<file path="config.mk">
export PLATFORM = sky130hd
export DESIGN_NAME = reg_write_arbiter
export DESIGN_NICKNAME = d
export VERILOG_FILES = /design/src/rtl/reg_write_arbiter_pkg.sv /design/src/rtl/reg_write_arbiter_rr_pick.sv /design/src/rtl/reg_write_arbiter.sv
export SDC_FILE = /design/constraint.sdc
export NUM_CORES = 1
export LEC_CHECK = 0
export ABC_AREA = 1
export BUFFER_PORTS_ARGS = -buffer_cell sky130_fd_sc_hd__buf_2
export CAP_MARGIN = 15
export CELL_PAD_IN_SITES_DETAIL_PLACEMENT = 0
export CELL_PAD_IN_SITES_GLOBAL_PLACEMENT = 1
export CORE_MARGIN = 4
export CORE_UTILIZATION = 33
export CTS_BUF_LIST = sky130_fd_sc_hd__clkbuf_8
export DETAILED_ROUTE_END_ITERATION = 7
export PLACE_DENSITY = 0.95
export SETUP_SLACK_MARGIN = 0.2
export SLEW_MARGIN = 15
export SYNTH_ARGS = -nofsm -noshare
export SYNTH_HDL_FRONTEND = slang
export SYNTH_SLANG_ARGS = --single-unit
export TNS_END_PERCENT = 10
</file>
<file path="constraint.sdc">
create_clock -name clk -period 4.9 [get_ports clk]
set_input_delay 0.49 -clock clk [delete_from_list [all_inputs] [get_ports clk]]
set_output_delay 0.49 -clock clk [all_outputs]
set_load 0.1 [all_outputs]
</file>
<file path="src/rtl/reg_write_arbiter_pkg.sv">
// Shared parameters, types and helpers for the register write arbiter.
package reg_write_arbiter_pkg;

  localparam int NUM_REQ_DEF   = 4;
  localparam int NUM_REGS_DEF  = 8;
  localparam int MAX_BURST_DEF = 4;
  localparam int BURST_W       = 4;

  typedef enum logic {
    ST_FREE  = 1'b0,
    ST_OWNED = 1'b1
  } arb_state_t;

  // Index width for n entries, never narrower than one bit.
  function automatic int addr_w(input int n);
    return (n <= 2) ? 1 : $clog2(n);
  endfunction

endpackage

</file>
<file path="src/rtl/reg_write_arbiter_rr_pick.sv">
// Rotating priority encoder: first set request at or above i_ptr, wrapping to 0.
module reg_write_arbiter_rr_pick
  import reg_write_arbiter_pkg::*;
#(
  parameter int N     = NUM_REQ_DEF,
  parameter int PTR_W = addr_w(NUM_REQ_DEF)
) (
  input  logic [N-1:0]     i_req,
  input  logic [PTR_W-1:0] i_ptr,
  output logic [N-1:0]     o_gnt,
  output logic             o_any
);

  logic [PTR_W-1:0] w_idx;
  logic             w_found;

  always_comb begin
    o_gnt   = '0;
    w_found = 1'b0;
    w_idx   = '0;
    for (int k = 0; k < N; k++) begin
      w_idx = PTR_W'((int'(i_ptr) + k) % N);
      if (!w_found && i_req[w_idx]) begin
        o_gnt[w_idx] = 1'b1;
        w_found      = 1'b1;
      end
    end
    o_any = w_found;
  end

endmodule

</file>
<file path="src/rtl/reg_write_arbiter.sv">
// Round-robin arbiter with locked bursts sharing one registered write port into a reg32 bank.
//
// state    | meaning
// ST_FREE  | round-robin from r_ptr among all requesters
// ST_OWNED | only r_owner may transfer; others wait until released or burst limit hit
module reg_write_arbiter
  import reg_write_arbiter_pkg::*;
#(
  parameter int NUM_REQ   = NUM_REQ_DEF,
  parameter int NUM_REGS  = NUM_REGS_DEF,
  parameter int MAX_BURST = MAX_BURST_DEF,
  parameter int ADDR_W    = addr_w(NUM_REGS)
) (
  input  logic                      clk,
  input  logic                      rstbar,
  input  logic [NUM_REQ-1:0]        req,
  input  logic [NUM_REQ-1:0]        lock,
  input  logic [NUM_REQ*ADDR_W-1:0] req_addr,
  input  logic [NUM_REQ*32-1:0]     req_wdata,
  output logic [NUM_REQ-1:0]        gnt,
  output logic [NUM_REGS-1:0]       reg_we,
  output logic [31:0]               reg_wdata,
  output logic                      owner_vld
);

  localparam int PTR_W = addr_w(NUM_REQ);

  arb_state_t          r_state;
  logic [PTR_W-1:0]    r_ptr;
  logic [PTR_W-1:0]    r_owner;
  logic [BURST_W-1:0]  r_burst_cnt;
  logic [NUM_REGS-1:0] r_reg_we;
  logic [31:0]         r_reg_wdata;

  logic [NUM_REQ-1:0]  w_pick_gnt;
  logic                w_pick_any;
  logic [NUM_REQ-1:0]  w_owner_oh;
  logic                w_xfer;
  logic [PTR_W-1:0]    w_win_idx;
  logic [ADDR_W-1:0]   w_win_addr;
  logic [31:0]         w_win_data;
  logic [NUM_REGS-1:0] w_we_next;
  logic                w_keep;
  logic                w_idle_release;
  logic [PTR_W-1:0]    w_win_next;
  logic [PTR_W-1:0]    w_owner_next;

  reg_write_arbiter_rr_pick #(
    .N     (NUM_REQ),
    .PTR_W (PTR_W)
  ) u_rr_pick (
    .i_req (req),
    .i_ptr (r_ptr),
    .o_gnt (w_pick_gnt),
    .o_any (w_pick_any)
  );

  // Grant is forced low during reset so nothing looks accepted while the bank is cleared.
  always_comb begin
    w_owner_oh          = '0;
    w_owner_oh[r_owner] = 1'b1;
    if (!rstbar) begin
      gnt    = '0;
      w_xfer = 1'b0;
    end else if (r_state == ST_OWNED) begin
      gnt    = req & w_owner_oh;
      w_xfer = req[r_owner];
    end else begin
      gnt    = w_pick_gnt;
      w_xfer = w_pick_any;
    end
  end

  always_comb begin
    w_win_idx  = '0;
    w_win_addr = '0;
    w_win_data = '0;
    for (int i = 0; i < NUM_REQ; i++) begin
      if (gnt[i]) begin
        w_win_idx  = PTR_W'(i);
        w_win_addr = req_addr[i*ADDR_W +: ADDR_W];
        w_win_data = req_wdata[i*32 +: 32];
      end
    end
    w_we_next = '0;
    if (w_xfer && (int'(w_win_addr) < NUM_REGS))
      w_we_next[w_win_addr] = 1'b1;
  end

  assign w_keep         = lock[w_win_idx] && (int'(r_burst_cnt) < MAX_BURST - 1);
  assign w_idle_release = (r_state == ST_OWNED) && !req[r_owner] && !lock[r_owner];
  assign w_win_next     = (int'(w_win_idx) == NUM_REQ - 1) ? '0 : w_win_idx + 1'b1;
  assign w_owner_next   = (int'(r_owner) == NUM_REQ - 1) ? '0 : r_owner + 1'b1;

  always_ff @(posedge clk or negedge rstbar) begin
    if (!rstbar) begin
      r_state     <= ST_FREE;
      r_ptr       <= '0;
      r_owner     <= '0;
      r_burst_cnt <= '0;
      r_reg_we    <= '0;
      r_reg_wdata <= '0;
    end else if (w_xfer) begin
      r_reg_we    <= w_we_next;
      r_reg_wdata <= w_win_data;
      if (w_keep) begin
        r_state     <= ST_OWNED;
        r_owner     <= w_win_idx;
        r_burst_cnt <= r_burst_cnt + 1'b1;
      end else begin
        r_state     <= ST_FREE;
        r_burst_cnt <= '0;
        r_ptr       <= w_win_next;
      end
    end else begin
      r_reg_we <= '0;
      if (w_idle_release) begin
        r_state     <= ST_FREE;
        r_burst_cnt <= '0;
        r_ptr       <= w_owner_next;
      end
    end
  end

  assign reg_we    = r_reg_we;
  assign reg_wdata = r_reg_wdata;
  assign owner_vld = (r_state == ST_OWNED);

endmodule

</file>
## Word level (Yosys, flattened, before mapping)

Index checks and enable logic that the tools add are counted.

- Bits in registers: 49

- $add $sub $neg: 6
- $lt $le $gt $ge: 14
- Eq/ne operators: 3
- Multiplexer cells: 61
- Bitwise gates (word level): 4
- Reduce and logical (&&, ||, !) cells: 20

Operator list:

| cell | number |
|---|---|
| two-way mux 32 bit | 4 |
| two-way mux 4 bit | 9 |
| two-way mux 1 bit | 23 |
| less-than comparator 2 x 3 -> 1 bit, second input constant | 6 |
| binary-select mux 1 bit (select 2 bit) | 7 |
| two-way mux 2 bit | 7 |
| logical AND 1 bit | 12 |
| two-way mux 3 bit | 4 |
| bitwise OR 4 bit | 3 |
| demux 1 bit (select 2 bit) | 5 |
| >= comparator 2 x 1 -> 1 bit, second input constant | 5 |
| two-way mux 8 bit | 1 |
| adder 2 x 1 -> 2 bit, second input constant | 3 |
| zero test 1 bit | 5 |
| adder 2 bit, second input constant | 2 |
| adder 4 x 1 -> 4 bit, second input constant | 1 |
| AND 4 bit | 1 |
| equality test 2 x 1 -> 1 bit, second input constant | 2 |
| less-than comparator 3 x 4 -> 1 bit, second input constant | 1 |
| less-than comparator 4 x 2 -> 1 bit, second input constant | 1 |
| AND reduction 2 bit | 2 |
| demux 1 bit (select 3 bit) | 1 |
| >= comparator 3 x 1 -> 1 bit, second input constant | 1 |
| != test 2 bit, second input constant | 1 |
| nonzero test 2 bit | 1 |

## Depth between registers and ports, before layout

- Word-level depth: 23
- Mapped depth: 19

## Cells and area by module

From an unflattened synthesis, not the netlist that was laid out.

- Cells, all modules: 565
- Area, all modules: 3,758.6 um^2

By module, submodules not included:

| module | instances | cells each | area an instance (um^2) | sequential area each (um^2) |
|---|---|---|---|---|
| reg_write_arbiter | 1 | 489 | 3,339.5 | 1,226.2 |
| reg_write_arbiter_rr_pick | 1 | 76 | 419.2 | 0.0 |

## Worst setup path before layout

Ideal clock, no wire load.

- Path type: reg2reg
- Start point: reg r_ptr[0]
- End point: reg r_ptr[0]
- Data arrival time: 3,096 ps
- Required time: 4,782 ps
- Setup slack: 1,686 ps
- Cell stages (with the launch flop): 19
- Path buffers: 0
- Cells stage by stage: dfrtp_1 inv_2 ha_1 inv_1 nand3_1 nand2_2 nand3_2 nor2_1 nor2_1 a21oi_2 nand2_2 nand2_1 nand2_1 nand2_1 nand2_2 nand2_4 nand2_1 nand2_1 nand2_1

- Word-level cells in the longest chain between the ends: 22
- Elaborated cells on any way between the ends: 66
- Classes of those cells: add/sub (4); order compare (8); eq/ne (2); mux (36); bitwise (3); reduce/logical (13)

Ends and longest elaborated chain:

| what | RTL line | source |
|---|---|---|
| from (decl) | reg_write_arbiter.sv:29 | `logic [PTR_W-1:0] r_ptr;` |
| from (signal assigned) | reg_write_arbiter.sv:113 | `r_ptr <= w_win_next;` |
| from (signal assigned) | reg_write_arbiter.sv:120 | `r_ptr <= w_owner_next;` |
| parallel branches: the longest is 11 deep, another holds less-than comparator 2 x 3 -> 1 bit | n/a |  |
| two-way mux 4 bit (*) | reg_write_arbiter_rr_pick.sv:23 | `if (!w_found && i_req[w_idx]) begin` |
| two-way mux 4 bit (*) | reg_write_arbiter.sv:65 | `end else if (r_state == ST_OWNED) begin` |
| two-way mux 4 bit (*) | reg_write_arbiter.sv:62 | `if (!rstbar) begin` |
| named net gnt[1] | reg_write_arbiter.sv:20 | `output logic [NUM_REQ-1:0] gnt,` |
| two-way mux 1 bit (*) | reg_write_arbiter.sv:79 | `if (gnt[i]) begin` |
| two-way mux 2 bit (*) (2 in a row) | reg_write_arbiter.sv:79 |  |
| binary-select mux 1 bit (select 2 bit) | reg_write_arbiter.sv:90 | `assign w_keep = lock[w_win_idx] && (int'(r_burst_cnt) < MAX_BURST - 1);` |
| two-way mux 1 bit (not written as such) | reg_write_arbiter.sv:90 |  |
| logical AND 1 bit | reg_write_arbiter.sv:90 |  |
| != test 2 bit (no line) | n/a |  |
| AND reduction 2 bit (no line) | n/a |  |

Mark *: on every way through the listed nets, which the timed path passes. The select of a mux whose other input is x is not followed.
A chain may end at the register's enable or synchronous reset.

## Worst setup path in the final report

- Start point: reg r_ptr[1]
- End point: out gnt[2]

- Word-level cells in the longest chain between the ends: 14
- Elaborated cells on any way between the ends: 49
- Classes of those cells: add/sub (3); order compare (8); mux (25); bitwise (3); reduce/logical (10)

Ends and longest elaborated chain:

| what | RTL line |
|---|---|
| parallel branches: the longest is 11 deep, another holds less-than comparator 2 x 3 -> 1 bit | n/a |
| two-way mux 4 bit (*) | reg_write_arbiter_rr_pick.sv:23 |
| two-way mux 4 bit (*) | reg_write_arbiter.sv:65 |
| two-way mux 4 bit (*) | reg_write_arbiter.sv:62 |
| to (decl) | reg_write_arbiter.sv:20 |

Every way passes the cells marked *. The select of a mux whose other input is x is not followed.

==> metrics <==
dominant synthesized flop cell=dfrtp_1; CP Max Fanout=36; hold crit path type=in2async; IO Port Bufs=about 190; final WL=11800 um; Avg Vias per Cell=4.95; gpl congestion=0.843; power per cell area=774 mW/mm^2; R2R depth=19; buffer depth of the longest clock path=2; effective utilization at floorplan=33.8%; Synth Area in XOR/XNOR=0%; Hold Buf Count CTS=0; Synth Warn #=0; period utilization=76.2%; Worst EP required=4.41 ns; Final Skew=0.00947 ns; num rows=37; reg-to-reg startpoint=r_ptr[1]; Setup CP Type=reg2out; syn_nets=672; critical path's slowest cell=buf_2; CP delay by family, top=buffers and inverters; mapped cell area=0.00349 mm^2; Reg power frac=approximately 19%; flops & latches, synth=49; global route overflow=0; CP bufs+invs=4; Via Count=4094; CP max stage delay=roughly 0.55 ns; synth unique cells=32; adder-cell share of the synthesized area=4.30%; Iter 0 DRT Violations=~170; die area=0.0123 mm^2; status=finished clean; Die H=111 um; mean post-synth cell area=6.85 um^2; # H-tree levels=2; Reg2Reg Setup Slack=1.44 ns; top cells by area, synth=dfrtp_1, nand2_1, nand3_1, o21ai_0, a21oi_1; Sink Count=49; max-cap violations=0; initial antenna violation count=0; worst skew pair latency=0.30 ns; worst-margin pin slew=0.723 ns; Internal=1250 uW; largest family of logic cells by synthesized area=simple AND/OR/NAND/NOR gates; drt drc=0; CP endpoint kind=output pin; Top Ports=between 150 and 200; Die X-Extent=111 um; Slew headroom=between 50 and 60%; WL per Instance=14.3 um; top-area cell type share of the netlist area=a little over a third; Clock power frac=roughly 6.6%; largest net degree at the start of global routing=40; Root Buffer=clkbuf_8; combinational group share of total power=74.9%; sequential area share after synthesis=about a third; switching part of the total power=between 60% and 70%; post-CTS setup buffer count=0; layout net count=around 850; sw power=2320 uW; global-route usage over all layers=a little under a fifth; simple-gate share of the synthesized area=36.8%; critical path, cell by cell=inv_1, ha_1, inv_1, nand3_1, nand2_2, nand2_4, nor2_4, nand3_1, nand2_1, nand2_2, inv_2, buf_2; post-CTS sizing=0; RSZ-0062 raised after global routing=false; pre-CTS setup slack=1.45 ns; Core Footprint=0.0103 mm^2; Crit. Startpoint=r_ptr[1]; TNS Setup=0 ns; vias in the first global route=~4000; CP Capture Point=gnt[2]; CTS tree=done; ant diodes=0; reg2reg end=r_ptr[1]; worst vdd ir=0.000309 V; Worst-path clk slew=0.08 ns; Final Max Slew Viols=0; Final Critical Period=3.74 ns; CP arrival=3.25 ns; Crit. path cell count=12; achievable frequency=268 MHz; CTS buffer count=5; P&R area growth vs syn=31.9%; final-report hold violation count=0; asr flop ratio synth=100%; post-synthesis compound-gate area fraction=16.6%; final worst slack=1.16 ns; Post-Synthesis Cells=510; # setup viols final=0; drt pass-1 iters=4; EDFF count, synth=0; leak pwr=0.00255 uW; first-pass GRT wire length=19100 um; multiplexer area fraction after synthesis=0%; cell taking the most area after synthesis=dfrtp_1; final antenna-violating net count=0; CP Launch Type=flop; fraction of layout cells with a size suffix above 1=34.4%; Detailed Place HPWL=9290 um
[layout by cell type (no fill, tap or decap), drive strengths merged]
cell	instances
nor3	1
nand3b	2
nand2	185
nand3	59
o31ai	1
o21ai	71
inv	32
dfrtp	49
buf	197
clkbuf	5
nor4	2
ha	12
or2	1
nor2	29
o21bai	2
a211oi	1
clkinv	2
nand4	2
a21oi	38
[worst min-delay path by stage]
stage	end	depth (start not counted)	slack (ns)	startpoint
5_1_grt	reg_we[1]	1	0.15	rstbar
4_1_cts	reg_we[3]	1	0.13	rstbar
3_3_place_gp	reg_we[3]	1	0.46	rstbar
3_5_place_dp	reg_wdata[9]	1	0.46	rstbar
2_1_floorplan	owner_vld	0	0.19	rstbar
6_report	reg_wdata[9]	1	0.13	rstbar
[cells by family after synthesis]
logic type	count (synthesis)
simple gates	281
compound gates	113
buf+inv	55
flops	49
fa+ha+maj	12
[per-stage QoR]
step                      hold slack [ns]  util (%)  area (um^2)  cells  power, uW
after floorplan                     0.194         -         3490    510       2850
after global placement              0.456      43.8         4520    819       3300
after detailed placement            0.465      43.8         4520    819       3350
after CTS                           0.132      44.6         4610    827       3590
after global routing                0.153      44.6         4610    827       3850
final                               0.132      44.6         4610    827       3560
[worst register-to-register path, cell delays in order, from the launching register on]
cell and delay (ns):
dfrtp_1 0.54, inv_1 0.20, ha_1 0.38, inv_1 0.08, nand3_1 0.10, nand2_2 0.10, nand3_2 0.11, nor2_1 0.04
nor2_1 0.11, nand2_1 0.11, nand2_2 0.50, buf_4 0.48, nand2_1 0.13, nand2_1 0.07, nand2_1 0.05, nand2_2 0.10
nand2_4 0.09, nand2_1 0.10, nand2_1 0.06, nand2_1 0.06
[power by group through the flow]
stage	Combinational, uW	Sequential (uW)	Clock, uW
after CTS	2680	660	247
after global placement	2630	660	0
after global routing	2910	681	261
final	2670	660	235
after floorplan	1300	1540	0
after detailed placement	2680	666	0
[synthesized netlist by cell type (2+ instances only)]
cell and n:
nand2_1 172, nand3_1 53, dfrtp_1 49, o21ai_0 39, a21oi_1 37, o21ai_1 32, inv_1 25, nor2_1 22
ha_1 12, nand2_2 10, clkbuf_1 9, buf_2 7, buf_4 6, nor2_2 6, inv_2 5, nand3_2 4
nand2_4 3, buf_6 2, nand3_4 2, nand4_1 2, o21bai_1 2
[registers in the layout, indices dropped and copies added (netlist names)]
register	count
r_owner	2
owner_vld	1
r_burst_cnt	4
reg_wdata	32
reg_we	8
r_ptr	2
[final cells by class]
class                           instances  area [um^2]
Multi-Input combinational cell        406         2010
Inverter                               31          116
Fill cell                            1112         5720
Clock buffer                            5         68.8
Sequential cell                        49         1230
Clock inverter                          3         17.5
Tap cell                              136          170
Timing Repair Buffer                  197          993
[per-layer routing]
layer / routed length (um) / GRT usage (%) / up-vias
li1: - / - / 2030
met2: 5860 / 33.2 / 171
met5: 0 / 0 / -
met3: 917 / 3.88 / 22
met1: 4820 / 23.0 / 1871
met4: 244 / 5.50 / 0
Note: power is estimated with default switching activity, not from simulation.
